File: src/rtl/fetch_sequencer_pkg.sv
// Shared definitions for the instruction-cycle sequencer: state encoding,
// default sizing constants and the state-to-strobe decode.
package mcu_pkg;

   localparam int unsigned DEF_MEM_TIMEOUT = 15;
   localparam int unsigned DEF_CNT_W       = 16;

   typedef enum logic [2:0] {
      ST_RST,
      ST_FETCH_ADDR,
      ST_FETCH_READ,
      ST_FETCH_LATCH,
      ST_EXEC,
      ST_HALT,
      ST_FAULT
   } seq_state_t;

   typedef struct packed {
      logic pc_out_en;
      logic mar_load;
      logic mem_rd;
      logic ir_load;
      logic pc_count;
      logic exec_start;
      logic bus_grant_exec;
      logic halted;
      logic fault;
   } seq_strobes_t;

   // Strobe pattern for a state; exec_entry marks the first EXEC cycle.
   function automatic seq_strobes_t decode_strobes(input seq_state_t st,
                                                   input logic       exec_entry);
      seq_strobes_t s;
      s = '0;
      case (st)
         ST_FETCH_ADDR: begin
            s.pc_out_en = 1'b1;
            s.mar_load  = 1'b1;
         end
         ST_FETCH_READ:  s.mem_rd = 1'b1;
         ST_FETCH_LATCH: begin
            s.ir_load  = 1'b1;
            s.pc_count = 1'b1;
         end
         ST_EXEC: begin
            s.bus_grant_exec = 1'b1;
            s.exec_start     = exec_entry;
         end
         ST_HALT:  s.halted = 1'b1;
         ST_FAULT: s.fault  = 1'b1;
         default: ;
      endcase
      return s;
   endfunction

endpackage

File: src/rtl/fetch_sequencer_if.sv
// Handshake/control bundle between the fetch sequencer and the PC, memory
// interface, execute unit and debug controller.
interface fetch_sequencer_if
   import mcu_pkg::*;
#(
   parameter int unsigned CNT_W = DEF_CNT_W
);
   logic             mem_ready;
   logic             exec_done;
   logic             halt_req;
   logic             resume;
   logic             step;

   logic             pc_out_en;
   logic             mar_load;
   logic             mem_rd;
   logic             ir_load;
   logic             pc_count;
   logic             exec_start;
   logic             bus_grant_exec;
   logic             halted;
   logic             fault;
   logic [CNT_W-1:0] instr_count;

   // Sequencer side.
   modport master (
      input  mem_ready, exec_done, halt_req, resume, step,
      output pc_out_en, mar_load, mem_rd, ir_load, pc_count, exec_start,
             bus_grant_exec, halted, fault, instr_count
   );

   // Memory / execute / debug side.
   modport slave (
      output mem_ready, exec_done, halt_req, resume, step,
      input  pc_out_en, mar_load, mem_rd, ir_load, pc_count, exec_start,
             bus_grant_exec, halted, fault, instr_count
   );
endinterface

File: src/rtl/fetch_sequencer_wait_timer.sv
// Clearable saturating cycle counter; o_tc is high while the count sits at TC.
module wait_timer #(
   parameter int unsigned TC = 15
) (
   input  logic i_clk,
   input  logic i_rst,
   input  logic i_clr,
   input  logic i_en,
   output logic o_tc
);
   localparam int unsigned W    = (TC > 0) ? $clog2(TC + 1) : 1;
   localparam logic [W-1:0] TC_V = W'(TC);

   logic [W-1:0] r_cnt;

   // Count enabled cycles, holding at TC; clear has priority.
   always_ff @(posedge i_clk or posedge i_rst) begin
      if (i_rst) begin
         r_cnt <= '0;
      end else if (i_clr) begin
         r_cnt <= '0;
      end else if (i_en && (r_cnt != TC_V)) begin
         r_cnt <= r_cnt + 1'b1;
      end
   end

   assign o_tc = (r_cnt == TC_V);
endmodule

File: src/rtl/fetch_sequencer.sv
// Instruction-cycle controller: fetch address, memory read with timeout,
// IR latch, execute hand-off, halt/single-step debug and timeout fault.
module fetch_sequencer
   import mcu_pkg::*;
#(
   parameter int unsigned MEM_TIMEOUT = DEF_MEM_TIMEOUT,
   parameter int unsigned CNT_W       = DEF_CNT_W
) (
   input  logic              clk,
   input  logic              reset,
   fetch_sequencer_if.master bus
);
   seq_state_t       r_state;
   seq_state_t       w_next;
   seq_strobes_t     r_strb;
   logic [CNT_W-1:0] r_count;
   logic             r_step;
   logic             w_retire;
   logic             w_step_set;
   logic             w_tmr_clr;
   logic             w_tmr_en;
   logic             w_tmr_tc;

   // The timer is held clear outside FETCH_READ so it starts at 0 on entry.
   assign w_tmr_clr = (r_state != ST_FETCH_READ);
   assign w_tmr_en  = (r_state == ST_FETCH_READ);

   wait_timer #(
      .TC (MEM_TIMEOUT)
   ) u_wait_timer (
      .i_clk (clk),
      .i_rst (reset),
      .i_clr (w_tmr_clr),
      .i_en  (w_tmr_en),
      .o_tc  (w_tmr_tc)
   );

   // Next-state selection, retire and step-request detection.
   always_comb begin
      w_next     = r_state;
      w_retire   = 1'b0;
      w_step_set = 1'b0;
      case (r_state)
         ST_RST:         w_next = ST_FETCH_ADDR;
         ST_FETCH_ADDR:  w_next = ST_FETCH_READ;
         ST_FETCH_READ: begin
            if (bus.mem_ready) begin
               w_next = ST_FETCH_LATCH;
            end else if (w_tmr_tc) begin
               w_next = ST_FAULT;
            end
         end
         ST_FETCH_LATCH: w_next = ST_EXEC;
         ST_EXEC: begin
            if (bus.exec_done) begin
               w_retire = 1'b1;
               w_next   = (bus.halt_req || r_step) ? ST_HALT : ST_FETCH_ADDR;
            end
         end
         ST_HALT: begin
            if (bus.resume) begin
               w_next = ST_FETCH_ADDR;
            end else if (bus.step) begin
               w_step_set = 1'b1;
               w_next     = ST_FETCH_ADDR;
            end
         end
         ST_FAULT:       w_next = ST_FAULT;
         default:        w_next = ST_RST;
      endcase
   end

   // State, strobes, retired count and step flag.
   // Strobes are decoded from the next state and registered, so they line up
   // with the state register while never being combinational from inputs.
   always_ff @(posedge clk or posedge reset) begin
      if (reset) begin
         r_state <= ST_RST;
         r_strb  <= '0;
         r_count <= '0;
         r_step  <= 1'b0;
      end else begin
         r_state <= w_next;
         r_strb  <= decode_strobes(w_next, (w_next == ST_EXEC) && (r_state != ST_EXEC));
         if (w_retire) begin
            r_count <= r_count + 1'b1;
         end
         if (w_step_set) begin
            r_step <= 1'b1;
         end else if (w_retire) begin
            r_step <= 1'b0;
         end
      end
   end

   assign bus.pc_out_en      = r_strb.pc_out_en;
   assign bus.mar_load       = r_strb.mar_load;
   assign bus.mem_rd         = r_strb.mem_rd;
   assign bus.ir_load        = r_strb.ir_load;
   assign bus.pc_count       = r_strb.pc_count;
   assign bus.exec_start     = r_strb.exec_start;
   assign bus.bus_grant_exec = r_strb.bus_grant_exec;
   assign bus.halted         = r_strb.halted;
   assign bus.fault          = r_strb.fault;
   assign bus.instr_count    = r_count;
endmodule

File: src/flat_wrapper.sv
// flat-port wrapper written by rule: the top's interface ports become plain ports
module fetch_sequencer_flat import mcu_pkg::*;
#(
   parameter int unsigned MEM_TIMEOUT = DEF_MEM_TIMEOUT,
   parameter int unsigned CNT_W       = DEF_CNT_W
)
  (clk, reset, bus_mem_ready, bus_exec_done, bus_halt_req, bus_resume, bus_step, bus_pc_out_en, bus_mar_load, bus_mem_rd, bus_ir_load, bus_pc_count, bus_exec_start, bus_bus_grant_exec, bus_halted, bus_fault, bus_instr_count);
  fetch_sequencer_if #(.CNT_W(CNT_W)) bus_i ();
  input  logic clk;
  input  logic reset;
  input wire logic [$bits(bus_i.mem_ready)-1:0] bus_mem_ready;
  input wire logic [$bits(bus_i.exec_done)-1:0] bus_exec_done;
  input wire logic [$bits(bus_i.halt_req)-1:0] bus_halt_req;
  input wire logic [$bits(bus_i.resume)-1:0] bus_resume;
  input wire logic [$bits(bus_i.step)-1:0] bus_step;
  output wire logic [$bits(bus_i.pc_out_en)-1:0] bus_pc_out_en;
  output wire logic [$bits(bus_i.mar_load)-1:0] bus_mar_load;
  output wire logic [$bits(bus_i.mem_rd)-1:0] bus_mem_rd;
  output wire logic [$bits(bus_i.ir_load)-1:0] bus_ir_load;
  output wire logic [$bits(bus_i.pc_count)-1:0] bus_pc_count;
  output wire logic [$bits(bus_i.exec_start)-1:0] bus_exec_start;
  output wire logic [$bits(bus_i.bus_grant_exec)-1:0] bus_bus_grant_exec;
  output wire logic [$bits(bus_i.halted)-1:0] bus_halted;
  output wire logic [$bits(bus_i.fault)-1:0] bus_fault;
  output wire logic [$bits(bus_i.instr_count)-1:0] bus_instr_count;
  assign bus_i.mem_ready = bus_mem_ready;
  assign bus_i.exec_done = bus_exec_done;
  assign bus_i.halt_req = bus_halt_req;
  assign bus_i.resume = bus_resume;
  assign bus_i.step = bus_step;
  assign bus_pc_out_en = bus_i.pc_out_en;
  assign bus_mar_load = bus_i.mar_load;
  assign bus_mem_rd = bus_i.mem_rd;
  assign bus_ir_load = bus_i.ir_load;
  assign bus_pc_count = bus_i.pc_count;
  assign bus_exec_start = bus_i.exec_start;
  assign bus_bus_grant_exec = bus_i.bus_grant_exec;
  assign bus_halted = bus_i.halted;
  assign bus_fault = bus_i.fault;
  assign bus_instr_count = bus_i.instr_count;
  fetch_sequencer #(.MEM_TIMEOUT(MEM_TIMEOUT), .CNT_W(CNT_W)) u_core (.clk(clk), .reset(reset), .bus(bus_i));
endmodule
File: config.mk
export PLATFORM = sky130hd
export DESIGN_NAME = fetch_sequencer_flat
export DESIGN_NICKNAME = d
export VERILOG_FILES = /design/src/rtl/fetch_sequencer_pkg.sv /design/src/rtl/fetch_sequencer_if.sv /design/src/rtl/fetch_sequencer_wait_timer.sv /design/src/rtl/fetch_sequencer.sv /design/src/flat_wrapper.sv
export SDC_FILE = /design/constraint.sdc
export NUM_CORES = 1
export LEC_CHECK = 0
export CAP_MARGIN = 20
export CELL_PAD_IN_SITES_DETAIL_PLACEMENT = 1
export CELL_PAD_IN_SITES_GLOBAL_PLACEMENT = 2
export CORE_MARGIN = 2
export CORE_UTILIZATION = 33
export CTS_BUF_LIST = sky130_fd_sc_hd__clkbuf_16
export CTS_CLUSTER_DIAMETER = 50
export DETAILED_ROUTE_END_ITERATION = 16
export HOLD_SLACK_MARGIN = 0.02
export PLACE_DENSITY_LB_ADDON = 0.1
export REMOVE_ABC_BUFFERS = 1
export SLEW_MARGIN = 20
export SYNTH_ARGS = -nofsm -noshare
export SYNTH_HDL_FRONTEND = slang
export SYNTH_SLANG_ARGS = --single-unit
File: constraint.sdc
create_clock -name clk -period 2.7 [get_ports clk]
set_input_delay 0.54 -clock clk [delete_from_list [all_inputs] [get_ports clk]]
set_output_delay 0.54 -clock clk [all_outputs]
set_load 0.05 [all_outputs]
==> results.py <==
metrics = {
    "min_path": {
        "hp-class": "reg -> reg",
        "hold_path_depth": 1,
        "min_to": "u_core.bus.instr_count[7]$_DFFE_PP0P_",
        "min_from": "u_core.bus.instr_count[7]$_DFFE_PP0P_",
    },
    "final_layout": {
        "area_delta_synth_final_pct": 34.8,
        "antenna_cells": 0,
        "nets": 171,
        "instances_no_fill": 213,
        "design_area_sq_um": 1880,
        "drive_gt1_frac": 0.104,
    },
    "clocking": {
        "postCtsSetupBuffers": 0,
        "clock-root-buffer": "clkbuf_16",
        "hold_buffers": 0,
        "clock_path_buffers": 2,
        "cts.sinks": 31,
        "cts_inserted_buffers": 5,
        "clk_latency_ns": 0.27,
        "htree_levels": 2,
        "cts_tree": "built",
        "post_cts_resized": 0,
        "path_clk_slew_ns": 0.05,
    },
    "placement": {
        "port_buffers": 31,
        "dp_cells": 205,
        "finalWeightedCongestion": 0.777,
        "placed_area_sq_um": 1740,
        "hpwlAfterDp_mm": 2.15,
    },
    "run": {
        "cap_violations": 0,
    },
    "sta": {
        "finalHoldViolCount": 0,
        "period_minus_slack_ns": 2.10,
        "fin_skew_ns": 0.00688,
        "final.setup.tns_ns": 0,
        "rsz0062_at_grt": "no",
        "fin_crit_sh": 0.777,
        "tightest_slew_ns": 0.515,
        "fmax_mhz": 477,
        "relSlewSlack": 0.656,
        "final-max-slew-violation-count": 0,
        "setup_violations": 0,
    },
    "critical_path": {
        "path_cells": "clkdlybuf4s50_1",
        "worstSetupEndpointType": "primary output",
        "r2r_slack_ns": 0.92,
        "crit_required_ns": 2.16,
        "timing.rr.end": "u_core.bus.mar_load$_DFF_PP0_",
        "crit_cells": 1,
        "crit_buf_inv": 1,
        "r2r_start": "u_core.r_state[1]$_DFF_PP0_",
        "slowest_delay_ns": 0.84,
        "arrival_ns": 1.56,
        "cp_max_fo": 6,
        "critPathTopFamily": "buffers and inverters",
        "reg2reg_depth": 5,
        "worstSetupStartpointType": "register",
        "cp_slowest_cell": "clkdlybuf4s50_1",
        "critPathKind": "reg -> out",
    },
    "global_routing": {
        "busiest_layer": "met2",
        "grt_util_met1": 0.167,
        "first_global_vias": 1147,
        "grtUsageMet3": 0.0512,
        "grt_pass1_wl_mm": 5.44,
        "grt_start_max_net_pins": 32,
        "track_usage": 0.147,
        "antenna_found_initial": 0,
        "grt_use_met2": 0.248,
        "grt-ovfl-total": 0,
    },
    "logic_synthesis": {
        "syn_avg_cell_area_sq_um": 10.9,
        "synth_area_leaders": "dfrtp_1 56%, xnor2_1 8.2%, nor2_1 4.8%",
        "synth-seq-cells": 31,
        "synth_cells": 128,
        "synth.distinct_cells": 37,
        "yosys_warnings": 0,
        "netlist_area_sq_um": 1400,
        "ys_seq_area_frac": 0.556,
        "yosys.area.top_type": "dfrtp_1",
        "synth.top_cell.area_share": 0.556,
    },
    "routing": {
        "wl_mm": 2.99,
        "postRouteAntennaNets": 0,
        "drcViolationCount": 0,
        "drt_iter0_drc": 37,
        "vias_per_cell": 4.88,
        "via_count": 1039,
        "wl_per_cell_microns": 14.0,
        "firstDrtPassIters": 4,
    },
    "power_and_ir_drop": {
        "p_total_mw": 1.86,
        "ir_drop_mv": 0.439,
        "p_leak_nw": 0.838,
        "pwr_density_cell_nw_per_um2": 986,
    },
    "die": {
        "core_area_sq_um": 4030,
        "num_io_pins": 32,
        "start_util": 0.347,
        "std_cell_rows": 23,
        "dieHeight_microns": 69.1,
        "die_w_microns": 69.1,
        "dieArea_sq_um": 4770,
    },
    "run_status": {
        "status": "completed",
    },
}
## flip-flops by register name (all words and copies together) (netlist names)
name / cells
u_core.bus.bus_grant_exec: 1
u_core.bus.exec_start: 1
u_core.bus.fault: 1
u_core.bus.halted: 1
u_core.bus.instr_count: 16
u_core.bus.ir_load: 1
u_core.bus.mar_load: 1
u_core.bus.mem_rd: 1
u_core.r_state: 3
u_core.r_step: 1
u_core.u_wait_timer.r_cnt: 4
## cell usage after synthesis
library cell / number
and4_1: 3
nor2_1: 18
a211o_2: 1
and2_1: 3
or4b_1: 1
ha_1: 2
o21ai_0: 1
and4bb_2: 1
mux2i_1: 1
xnor2_1: 13
and2_2: 1
and2b_2: 1
o21a_1: 1
nor3b_1: 1
nand2b_1: 2
xor2_1: 3
a211oi_1: 1
a311oi_2: 1
dfrtp_1: 31
nand4b_1: 1
or2b_1: 1
buf_6: 1
nor3_1: 3
mux2_2: 1
buf_4: 2
nand3_1: 5
nand4_1: 4
and3_1: 1
clkbuf_1: 1
a21oi_1: 2
or2_0: 1
inv_2: 1
buf_2: 1
inv_1: 5
a31oi_1: 2
o22a_2: 1
nand2_1: 9
## cell families after synthesis
group,after synthesis,synth area share
simple gates,56,0.214
fa+ha+maj,2,0.0179
compound gates,10,0.0556
mux,2,0.0152
xor+xnor,16,0.100
flops,31,0.556
buf+inv,11,0.0412
## report_power, final
part / total (mW) / switching, mW / internal [mW]
registers: 0.652 / 0.0940 / 0.558
clock network: 0.532 / 0.197 / 0.335
logic: 0.672 / 0.427 / 0.245
## placed cells by master, fill, tap and decap left out, drive strengths merged, types with 2 or more instances in the layout
master,instances
clkdlybuf4s50,31
dfrtp,31
nor2,18
xnor2,13
nand2,9
inv,6
nand3,5
clkbuf,5
nand4,4
and2,4
and4,3
nor3,3
xor2,3
clkinv,3
nand2b,2
a31oi,2
a21oi,2
ha,2
## per-layer routing
metal,share of wire,wire (microns),vias up
met5,0,0,-
met4,0.020,59,0
met3,0.055,166,7
met2,0.51,1530,23
met1,0.41,1240,513
li1,-,-,496
## through the flow
stage	setup WS, ns	utilization	hold WS (ns)
6_report	0.602	0.467	0.488
5_1_grt	0.548	0.467	0.510
4_1_cts	0.582	0.467	0.493
3_5_place_dp	0.416	0.432	0.486
3_3_place_gp	0.454	0.432	0.462
2_1_floorplan	1.01	-	0.492
## worst max path at each step
stage	startpoint	to	slack, ns
after detailed placement	bus_exec_done	u_core.bus.mar_load$_DFF_PP0_	0.42
after floorplan	bus_halt_req	u_core.bus.mar_load$_DFF_PP0_	1.01
after global placement	bus_exec_done	u_core.bus.mar_load$_DFF_PP0_	0.45
after global routing	bus_exec_done	u_core.bus.mem_rd$_DFF_PP0_	0.55
after CTS	u_core.bus.instr_count[8]$_DFFE_PP0P_	bus_instr_count[8]	0.58
final	u_core.bus.instr_count[8]$_DFFE_PP0P_	bus_instr_count[8]	0.60
## layout make-up
type	instances	area, sq um
clock buffers	5	125
clock inverters	3	15.0
fillers	460	2150
inverters	6	22.5
multi-input cells	86	563
flip-flops and latches	31	776
well taps	50	62.6
repair buffers	32	318
Note: power is estimated with default switching activity, not from simulation.
